--- src/rtl/sysid_checker_pkg.sv ---
// Shared constants for the system-ID checker: state encoding, word addresses
// and the wait-counter width.
package sysid_checker_pkg;

  typedef enum logic [1:0] {
    S_IDLE  = 2'd0,
    S_RD_ID = 2'd1,
    S_RD_TS = 2'd2,
    S_FIN   = 2'd3
  } state_e;

  localparam logic ADDR_ID = 1'b0;
  localparam logic ADDR_TS = 1'b1;
  localparam int   CNT_W   = 16;

endpackage

--- src/rtl/sysid_checker_timer.sv ---
// Wait-request watchdog: counts stalled cycles of the current read and flags
// the cycle in which the count would reach the limit.
module sysid_checker_timer
  import sysid_checker_pkg::*;
(
  input  logic             clk,
  input  logic             reset_n,
  input  logic             clear,
  input  logic             enable,
  input  logic [CNT_W-1:0] limit,
  output logic             expired
);

  logic [CNT_W-1:0] cnt_q, cnt_d;

  always_comb begin
    cnt_d = cnt_q;
    if (clear)       cnt_d = '0;
    else if (enable) cnt_d = cnt_q + CNT_W'(1);
  end

  always_ff @(posedge clk or negedge reset_n) begin
    if (!reset_n) cnt_q <= '0;
    else          cnt_q <= cnt_d;
  end

  // Fires on the stalled cycle whose count hits the limit, so the FSM aborts on that edge.
  assign expired = enable && !clear && ((cnt_q + CNT_W'(1)) == limit);

endmodule

--- config.mk ---
export PLATFORM = sky130hd
export DESIGN_NAME = sysid_checker_timer
export DESIGN_NICKNAME = d
export VERILOG_FILES = /design/src/rtl/sysid_checker_pkg.sv /design/src/rtl/sysid_checker_timer.sv
export SDC_FILE = /design/constraint.sdc
export NUM_CORES = 1
export LEC_CHECK = 0
export CAP_MARGIN = 10
export CORE_ASPECT_RATIO = 0.7
export CORE_MARGIN = 3
export CORE_UTILIZATION = 55
export DETAILED_ROUTE_END_ITERATION = 6
export GPL_TIMING_DRIVEN = 0
export PLACE_DENSITY = 0.81
export SLEW_MARGIN = 5
export SYNTH_ARGS = -nofsm -noshare
export SYNTH_HDL_FRONTEND = slang
export SYNTH_SLANG_ARGS = --single-unit
export TNS_END_PERCENT = 10
--- constraint.sdc ---
create_clock -name clk -period 4.57 [get_ports clk]
set_clock_uncertainty 0.1 [all_clocks]
set_input_delay 0.914 -clock clk [delete_from_list [all_inputs] [get_ports clk]]
set_output_delay 0.914 -clock clk [all_outputs]
set_load 0.1 [all_outputs]
==> out/metrics.cfg <==
[setup_path]
critical-path-top-cell-by-count = sky130_fd_sc_hd__or3_1
critPathArrivalTime_ns = 3.03
worst-r2r-cell-count = 6
critPathSlowestCell = sky130_fd_sc_hd__dfrtp_1
setup.worst_path.end_class = output port
worstSetupPathType = flop to output port
r2r_end = cnt_q[12]$_DFFE_PN0P_
timing.critical_path.cells = ha_1 -> nand3_2 -> or3_1 -> or3_1 -> o21ai_0 -> nand3_1 -> a211oi_2 -> clkbuf_2
crit_required_ns = 3.56
critical_path.reg2reg.startpoint = cnt_q[0]$_DFFE_PN0P_
crit_buf_inv = 1
critical_path.max_stage_delay_ns = 0.50
cp_max_fo = 7
timing.critical_path.from_type = flop
critPathTopFamily = simple AND/OR/NAND/NOR gates
timing.reg2reg.setup_slack_ns = 2.32

[power_and_ir_drop]
switching_power_mw = 0.0752
combinationalPowerShare = 0.169
clockPowerShare = 0.332
vdd_drop_max_v = 0.000164
report.power.total_mw = 0.294
p_int_mw = 0.219
pwr-share-seq = 0.498
power_per_cell_area_nw_per_um2 = 193
switching_power_as_a_share_of_total_power = 0.256
p_leak_nw = 0.566

[floorplanning]
floorplan_die_area_sq_um = 2920
start_util = 0.626
io_pins = 21
placementRows = 13
design.core.area_sq_um = 2020
fp.dieW_um = 63.3
floorplan.die.height_um = 46.1

[route]
route.detailed.vias_per_inst = 5.88
drt_drc_violations_left = 0
ant_nets = 0
drt_first_iter_violations = 103
detail_route.wirelength_mm = 3.23
wl_met2_mm = 1.38
detailroute.wirelength.met3_um = 261
firstDrtPassIters = 4
wire_length_per_cell_after_detailed_routing_um = 15.5
routed-via-count = 1223
detail_route.wirelength.met1_mm = 1.50
topRoutingLayerUsed = met4

[grt]
global_route.usage.total = 0.255
grt_remaining_overflow = 0
grt_start_max_net_pins = 17
grt_antenna_before_repair = 0
grt_first_pass_wirelength_mm = 5.60
grt_pass1_vias = 1184

[yosys]
yosysTopAreaCell = sky130_fd_sc_hd__dfrtp_1
synth-seq-area-share = 0.317
ys.warnings.count = 0
syn_avg_cell_area_sq_um = 8.14
ys_types = 34
syn-cell-area_sq_um = 1260
syn_nets = 176
ys_seq_elements = 16
synth_cells = 155
synth_top_area_frac = 0.317
post_synth_main_area_contributors = sky130_fd_sc_hd__dfrtp_1, sky130_fd_sc_hd__xnor2_1, sky130_fd_sc_hd__xor2_1, sky130_fd_sc_hd__nor2_1, sky130_fd_sc_hd__nand3_1

[place]
placement.cell_area_sq_um = 1500
post-place-ws_ns = -0.131
half_perimeter_wire_length_of_the_detailed_placement_result_mm = 2.45
routabilityCongestion = 0.848
place_inst = 204
io_buffers = 19

[timing]
unrepaired_setup_endpoints_after_global_routing = false
post-route-min-period_ns = 4.05
worstMarginPinSlew_ns = 0.760
slew_violations = 0
finalHoldViolations = 0
setup_violations = 0
fin_ws_ns = 0.521
timing.max_slew.rel_slack = 0.492
timing.fmax_ghz = 0.247
post_route_setup_tns_ns = 0
timing.hold.ws_ns = 0.485
min_period_over_period = 0.886

[worst_hold_path]
hp-start = cnt_q[15]$_DFFE_PN0P_
worstHoldEndpoint = cnt_q[15]$_DFFE_PN0P_
min_delay_worst_type = flop to flop
worst_hold_path.num_cells = 2

[clock_tree]
clock_insertion_delay_worst_skew_ns = 0.30
clkSinkCount = 16
cts_tree = built
clockBufferDepth = 2
clock_h_tree_levels = 1
cts_inserted_buffers = 3
clkSlewWorstSetupHoldPaths_ns = 0.11
clockRootBuffer = sky130_fd_sc_hd__clkbuf_4

[layout]
area_delta_synth_final_pct = 20.9
layout_commonest_cell = sky130_fd_sc_hd__nor2_1
final_cell_area_sq_um = 1530
register_ranked_first_by_flip_flop_count = cnt_q
finalNonFillerCells = 208
post_route_cells_drive_above_1_share = 0.0899
biggestRegsByFlops = cnt_q (16)
final_core_utilization = 0.757
number_of_flip_flops_under_the_largest_register_name = 16
layout.cells.most_common_list = sky130_fd_sc_hd__nor2_1, sky130_fd_sc_hd__xnor2_1, sky130_fd_sc_hd__clkdlybuf4s50_1
num-nets-final = 200
total_inserted_antenna_cells = 0

[run]
drv_cap = 0

[outcome]
outcome = complete, no violations

==> layer usage <==
layer	GRT usage	up-vias
li1	-	585
met1	0.344	565
met2	0.413	56
met3	0.0634	17
met4	0.0815	0
met5	0	-
==> what timing repair did <==
| action | 4_1_cts | 5_1_grt |
|---|---|---|
| setup buffers | 0 | 0 |
| setup endpoints to repair | 1 | 1 |
| resized for setup | 1 | 2 |
| hold buffers | 0 | 0 |
==> power by group through the flow <==
stage,registers [mW],logic (mW),clock network [mW]
global route,0.148,0.0535,0.106
global placement,0.149,0.0474,0
finish,0.147,0.0499,0.0979
floorplan,0.149,0.0245,0
detailed placement,0.149,0.0491,0
CTS,0.147,0.0496,0.0991
==> final cells by class <==
type	instances	area, sq um
Multi-Input combinational cell	125	797
Fill cell	160	490
Sequential cell	16	400
Timing Repair Buffer	19	185
Buffer	11	58.8
Tap cell	30	37.5
Clock buffer	4	36.3
Inverter	3	11.3
==> cells by family (layout without fill, tap and decap cells) <==
logic type | after synthesis | in the layout | share of synthesized area
multiplexers | 1 | 1 | 0.00793
AO/OA/AOI/OAI | 20 | 20 | 0.0951
XOR/XNOR | 32 | 32 | 0.222
buffers and inverters | 14 | 37 | 0.0555
flip-flops | 16 | 16 | 0.317
adder cells (fa/ha/maj) | 1 | 1 | 0.00991
AND/OR/NAND/NOR | 71 | 71 | 0.292
==> synth_stat cells (all sizes together) <==
master / number
ha: 1
or4b: 1
a2bb2oi: 1
and3: 2
xor2: 10
dfrtp: 16
nand2: 10
a211oi: 1
a31oi: 1
a22oi: 1
mux2i: 1
inv: 3
o21ai: 7
nor4b: 1
nand3b: 1
a21o: 1
buf: 7
a21oi: 5
nor3: 3
nor2: 23
nor4: 2
nand4: 8
o31ai: 2
or4: 1
or3: 6
and4: 1
o211ai: 1
nand3: 12
xnor2: 22
clkbuf: 4
==> worst max-delay path by stage <==
stage | startpoint | to | slack, ns | depth (start not counted)
floorplan | limit[11] | expired | 0.46 | 5
global placement | limit[11] | expired | -0.09 | 7
detailed placement | limit[11] | expired | -0.13 | 7
CTS | cnt_q[0]$_DFFE_PN0P_ | expired | 0.14 | 8
global route | cnt_q[0]$_DFFE_PN0P_ | expired | 0.29 | 8
finish | cnt_q[0]$_DFFE_PN0P_ | expired | 0.52 | 8
==> worst register-to-register path, delay by kind of cell, from the launching register on <==
kind	cells	cell delay, ns
AOI/OAI and AO/OA	1	0.20
adders and majority gates	1	0.36
and+or+nand+nor	4	1.03
DFF	1	0.50
Power figures use the tool's default switching activity.
